File: src/rtl/spart_pkg.sv
`default_nettype none
// ============================================================================
//  Module      : spart_pkg
//  Description : Shared SPART constants: I/O register map and divisor width.
//  Revision    : 1.0 - initial release
// ============================================================================
package spart_pkg;

    localparam logic [1:0] ADDR_TXRX    = 2'b00;
    localparam logic [1:0] ADDR_STATUS  = 2'b01;
    localparam logic [1:0] ADDR_DB_LOW  = 2'b10;
    localparam logic [1:0] ADDR_DB_HIGH = 2'b11;

    localparam int DIVISOR_W = 16;

    // 50 MHz / (16 * 9600)
    localparam logic [DIVISOR_W-1:0] DEFAULT_DIVISOR = 16'd325;

endpackage
`default_nettype wire

File: src/rtl/spart_tick_div.sv
`default_nettype none
// ============================================================================
//  Module      : spart_tick_div
//  Description : Loadable down-counter emitting a registered one-cycle tick
//                every i_period clocks; a zero period freezes it.
//  Revision    : 1.0 - initial release
// ============================================================================
module spart_tick_div #(
    parameter int               WIDTH       = 16,
    parameter logic [WIDTH-1:0] RESET_COUNT = '0
) (
    input  logic             clk,
    input  logic             rst,
    input  logic             i_load,
    input  logic [WIDTH-1:0] i_load_value,
    input  logic [WIDTH-1:0] i_period,
    output logic             o_tick,
    output logic             o_hit
);

    logic [WIDTH-1:0] r_cnt;

    // o_hit marks the cycle on which o_tick is about to be set
    always_comb begin
        o_hit = !i_load && (i_period != '0) && (r_cnt == '0);
    end

    always_ff @(posedge clk or posedge rst) begin
        if (rst) begin
            r_cnt  <= RESET_COUNT;
            o_tick <= 1'b0;
        end else if (i_load) begin
            r_cnt  <= (i_load_value != '0) ? (i_load_value - WIDTH'(1)) : '0;
            o_tick <= 1'b0;
        end else if (i_period == '0) begin
            r_cnt  <= '0;
            o_tick <= 1'b0;
        end else if (o_hit) begin
            r_cnt  <= i_period - WIDTH'(1);
            o_tick <= 1'b1;
        end else begin
            r_cnt  <= r_cnt - WIDTH'(1);
            o_tick <= 1'b0;
        end
    end

endmodule
`default_nettype wire

File: src/rtl/spart_baud_gen.sv
`default_nettype none
// ============================================================================
//  Module      : spart_baud_gen
//  Description : Programmable SPART baud generator: en_rx every divisor clocks,
//                en_tx on every TX_RATIO-th en_rx.
//  Revision    : 1.0 - initial release
// ============================================================================
module spart_baud_gen
    import spart_pkg::*;
#(
    parameter logic [DIVISOR_W-1:0] RESET_DIVISOR = DEFAULT_DIVISOR,
    parameter int                   TX_RATIO      = 16
) (
    input  logic                 clk,
    input  logic                 rst,
    input  logic                 iocs,
    input  logic                 iorw,
    input  logic [1:0]           ioaddr,
    input  logic [7:0]           databus_in,
    output logic                 en_rx,
    output logic                 en_tx,
    output logic [DIVISOR_W-1:0] divisor
);

    localparam int                   c_SUB_W     = $clog2(TX_RATIO);
    localparam logic [c_SUB_W-1:0]   c_SUB_LAST  = c_SUB_W'(TX_RATIO - 1);
    localparam logic [DIVISOR_W-1:0] c_RESET_CNT =
        (RESET_DIVISOR == '0) ? '0 : (RESET_DIVISOR - DIVISOR_W'(1));

    logic                 w_wr;
    logic                 w_wr_low;
    logic                 w_commit;
    logic                 w_rx_hit;
    logic [DIVISOR_W-1:0] w_new_div;

    logic [DIVISOR_W-1:0] r_divisor;
    logic [7:0]           r_low_buf;
    logic [c_SUB_W-1:0]   r_sub_cnt;
    logic                 r_en_tx;

    always_comb begin
        w_wr      = iocs && !iorw;
        w_wr_low  = w_wr && (ioaddr == ADDR_DB_LOW);
        w_commit  = w_wr && (ioaddr == ADDR_DB_HIGH);
        w_new_div = {databus_in, r_low_buf};
    end

    spart_tick_div #(
        .WIDTH       (DIVISOR_W),
        .RESET_COUNT (c_RESET_CNT)
    ) u_rx_div (
        .clk          (clk),
        .rst          (rst),
        .i_load       (w_commit),
        .i_load_value (w_new_div),
        .i_period     (r_divisor),
        .o_tick       (en_rx),
        .o_hit        (w_rx_hit)
    );

    // A commit takes priority over a coincident rx hit, so the tx phase restarts cleanly
    always_ff @(posedge clk or posedge rst) begin
        if (rst) begin
            r_divisor <= RESET_DIVISOR;
            r_low_buf <= RESET_DIVISOR[7:0];
            r_sub_cnt <= '0;
            r_en_tx   <= 1'b0;
        end else begin
            if (w_wr_low) begin
                r_low_buf <= databus_in;
            end
            if (w_commit) begin
                r_divisor <= w_new_div;
                r_sub_cnt <= '0;
                r_en_tx   <= 1'b0;
            end else if (w_rx_hit) begin
                if (r_sub_cnt == c_SUB_LAST) begin
                    r_sub_cnt <= '0;
                    r_en_tx   <= 1'b1;
                end else begin
                    r_sub_cnt <= r_sub_cnt + c_SUB_W'(1);
                    r_en_tx   <= 1'b0;
                end
            end else begin
                r_en_tx <= 1'b0;
            end
        end
    end

    assign en_tx   = r_en_tx;
    assign divisor = r_divisor;

endmodule
`default_nettype wire

File: config.mk
export PLATFORM = sky130hd
export DESIGN_NAME = spart_baud_gen
export DESIGN_NICKNAME = d
export VERILOG_FILES = /design/src/rtl/spart_pkg.sv /design/src/rtl/spart_tick_div.sv /design/src/rtl/spart_baud_gen.sv
export SDC_FILE = /design/constraint.sdc
export NUM_CORES = 1
export LEC_CHECK = 0
export CAP_MARGIN = 20
export CORE_ASPECT_RATIO = 1.75
export CORE_MARGIN = 5
export CORE_UTILIZATION = 50
export CTS_CLUSTER_SIZE = 40
export DETAILED_ROUTE_END_ITERATION = 10
export PLACE_DENSITY_LB_ADDON = 0.1
export SYNTH_ARGS = -nofsm -noshare
export SYNTH_HDL_FRONTEND = slang
export SYNTH_SLANG_ARGS = --single-unit
File: constraint.sdc
create_clock -name clk -period 5.9 [get_ports clk]
set_input_delay 0.59 -clock clk [delete_from_list [all_inputs] [get_ports clk]]
set_output_delay 0.59 -clock clk [all_outputs]
set_load 0.01 [all_outputs]
==> results.txt <==
----------------------------------------------------
[Floorplan]
  Die boundary height ... 107.8 microns
  Standard-cell rows ... 35
  Total I/O pin count ... 32
  Total Die Area ... 7099 sq um
  Effective utilization at floorplan ... 0.5155
  Core footprint ... 5299 sq um
  Die extent in x ... 65.87 microns

[Clocking]
  Clock transition at the register clock pins on the worst setup and hold paths after CTS ... 90 ps
  PostCTS Resize Cnt ... 0
  Post-CTS Setup Repair Bufs ... 0
  Worst-skew pair later-pin latency ... 300 ps
  CTS tree ... done
  Clock sink total ... 46
  Longest Clk Path Bufs ... 2
  Hold_buf cts ... 0
  CTS H-tree depth ... 2
  Num CTS Buffers ... 5
  Buffer type at the clock tree root ... sky130_fd_sc_hd__clkbuf_8

[Yosys]
  Xor/xnor share of the synthesized area ... 0.05451
  Sequential share of the synthesized area ... 0.4260
  Post-synthesis share of cell area spent on and, or, nand and nor gates ... 0.2716
  Multiplexer fraction of the synthesized cell area ... 0.02840
  Post-synth EDFFs ... 0
  Number of storage elements in the synthesis netlist ... 46
  Synthesized net count ... 324
  Synth unique cells ... 55
  Share of synthesized cell area in full adder, half adder and majority cells ... 0.01374
  Share of the synthesized area in compound gates (AO/OA/AOI/OAI) ... 0.1787
  Most common flop cell mapped by yosys ... sky130_fd_sc_hd__dfrtp_1
  Post-Synthesis Mean Instance Area ... 8.897 sq um
  Share of flip-flops with an asynchronous set or reset ... 1.000
  Syn Std Cell Area ... 2731 sq um
  Dominant combinational cell family by area after synthesis ... simple AND/OR/NAND/NOR gates
  Yosys synthesis warning count ... 0
  Instance count of the mapped netlist ... 307

[Timing]
  Final-layout setup total negative slack ... 0 ps
  Worst-margin pin slew ... 971.9 ps
  Highest attainable clock frequency ... 323.9 MHz
  Number of hold-slack violations in the final timing report ... 0
  Minimum period implied by the final worst setup slack ... 3088 ps
  Rel. slew slack ... 0.3491
  Max-slew violation count ... 0
  Worst Clk Skew ... 6.478 ps
  Unrepaired setup endpoints after global routing ... no
  Final count of negative-setup-slack endpoints ... 0
  Final cycle utilization of the critical path ... 0.5234

[Pwr]
  LEAKAGE ... 1.322 nW
  Peak supply drop ... 0.0002005 V
  Pwr/cell area ... 389.7 nW/um^2
  Power, Total ... 1.270 mW

[Detailed routing]
  Number of antenna-violating nets in the routed design ... 0
  Iteration-0 DRC count of the detailed router ... 200
  DRC ... 0
  Wire per inst ... 17.30 microns
  Detailed-route via count ... 2446
  Mean number of vias per cell ... 5.937
  Total length of routed wires ... 7127 microns
  TritonRoute pass-1 iters ... 4

[Worst setup path]
  Worst EP arrival ... 3280 ps
  Maximum net fanout on the critical path ... 23
  Sort of element at the start of the critical path ... primary input
  Reg-to-reg setup timing slack ... 2890 ps
  Setup CP Type ... in -> reg
  Critical path endpoint category ... flop
  Required time at the worst-slack endpoint ... 6100 ps

[Place]
  Routability congestion estimate ... 0.8775
  Detailed-placement wirelength estimate ... 5274 microns
  Count of buffers inserted at the top-level ports ... 31
  Post-Place Cell Area ... 3102 sq um

[Global route]
  Antenna violations before repair ... 0
  GRT overflow ... 0
  Number of global-route vias before repair ... 2401
  Pin count of the biggest net entering global routing ... 47
  Wire length of the first global-routing pass ... 11950 microns
  Total routing usage reported by global routing ... 0.2189

[Cells and area]
  Final layout net count ... 354
  Design Area, Final ... 3259 sq um
  Share of post-route cells with drive strength above 1 ... 0.1243
  P&R area growth vs syn ... 19.33%
  Antenna diode count ... 0

[Hold path]
  Tightest Hold Check Type ... reg -> reg

[Job]
  Max-cap check violation count ... 0

[Outcome]
  Outcome ... finished clean

----------------------------------------------------
synthesized netlist by cell type (4+ instances only):
cell / instances / area (sq um)
sky130_fd_sc_hd__a21o_1: 4 / 30.03
sky130_fd_sc_hd__nor2_1: 29 / 108.9
sky130_fd_sc_hd__nand2_1: 61 / 229.0
sky130_fd_sc_hd__nand3_1: 5 / 25.02
sky130_fd_sc_hd__nor4_1: 6 / 37.54
sky130_fd_sc_hd__or4_1: 5 / 37.54
sky130_fd_sc_hd__xnor2_1: 10 / 87.58
sky130_fd_sc_hd__clkbuf_1: 9 / 33.78
sky130_fd_sc_hd__dfstp_2: 10 / 262.8
sky130_fd_sc_hd__o21ai_0: 18 / 90.09
sky130_fd_sc_hd__nor3_1: 11 / 55.05
sky130_fd_sc_hd__o22ai_1: 6 / 37.54
sky130_fd_sc_hd__a21oi_1: 23 / 115.1
sky130_fd_sc_hd__mux2_2: 6 / 67.56
sky130_fd_sc_hd__o31ai_1: 5 / 37.54
sky130_fd_sc_hd__dfrtp_1: 36 / 900.9
sky130_fd_sc_hd__xor2_1: 7 / 61.31
cell type report:
type	count	area [sq um]
Sequential cell	46	1164
Multi-Input combinational cell	245	1494
Fill cell	480	2039
Clock buffer	5	68.82
Timing Repair Buffer	36	360.3
Clock inverter	3	68.82
Tap cell	74	92.59
Inverter	3	11.26
placed cells by master (no fill, tap or decap), drive strengths merged, types with 3 or more instances in the layout:
cell type and instances:
o22ai 6, a21oi 23, nand3 5, clkdlybuf4s50 31, nor4 8, mux2 6, or3 3, o31ai 5
inv 3, xnor2 10, a21o 4, buf 5, nor3 13, nor2 29, dfstp 10, a31o 4
a31oi 3, nand2 61, xor2 7, ha 3, o211ai 3, clkbuf 5, dfrtp 36, o21ai 20
or4 6
power by group:
group / switching (mW) / total [mW] / internal [mW]
Combinational: 0.222 / 0.439 / 0.217
Clock: 0.111 / 0.281 / 0.170
Sequential: 0.133 / 0.550 / 0.418
Total: 0.466 / 1.27 / 0.804
worst paths after layout:
| check | cells past startpoint | end | from |
|---|---|---|---|
| hold / removal | 2 | divisor[6]$_DFFE_PP1N_ | divisor[6]$_DFFE_PP1N_ |
| min in group asynchronous | 2 | divisor[5]$_DFFE_PP0N_ | rst |
| hold reg to reg | 2 | divisor[6]$_DFFE_PP1N_ | divisor[6]$_DFFE_PP1N_ |
| setup reg to reg | 6 | u_rx_div.r_cnt[12]$_DFF_PP0_ | divisor[12]$_DFFE_PP0N_ |
| max in group asynchronous | 3 | r_low_buf[6]$_DFFE_PP1P_ | rst |
| setup / recovery | 8 | u_rx_div.r_cnt[12]$_DFF_PP0_ | iorw |
critical path: stages:
cell                              delay, ps
sky130_fd_sc_hd__clkdlybuf4s50_1        480
sky130_fd_sc_hd__and4b_1                190
sky130_fd_sc_hd__buf_4                  220
sky130_fd_sc_hd__a31o_2                 390
sky130_fd_sc_hd__nor2_1                 540
sky130_fd_sc_hd__a21oi_1                170
sky130_fd_sc_hd__or4_1                  480
sky130_fd_sc_hd__a31o_1                 210
through the flow:
step / hold WS, ps / setup WS [ps] / util / cells
2_1_floorplan: 455.2 / 3347 / - / 307
3_3_place_gp: 476.1 / 2570 / 0.5854 / 403
3_5_place_dp: 484.3 / 2525 / 0.5854 / 403
4_1_cts: 497.1 / 2850 / 0.6113 / 411
5_1_grt: 524.8 / 2539 / 0.6151 / 412
6_report: 494.4 / 2812 / 0.6151 / 412
layer usage:
layer  GRT usage  vias to the layer above  routed length [microns]
met5           0                        -                        0
met2      0.3762                       80                     3773
li1            -                     1171                        -
met1      0.2683                     1175                     2839
met4     0.09347                        0                      202
met3     0.02821                       20                      311
state kept, by name, indices dropped and copies added (netlist names):
signal           flops
en_tx                1
divisor             16
u_rx_div.r_cnt      16
r_sub_cnt            4
r_low_buf            8
u_rx_div.o_tick      1
cell families after synthesis:
logic type,after synthesis
simple gates,140
compound gates,78
flops,46
xor+xnor,17
buf+inv,16
mux,7
fa+ha+maj,3
Power figures use the tool's default switching activity.
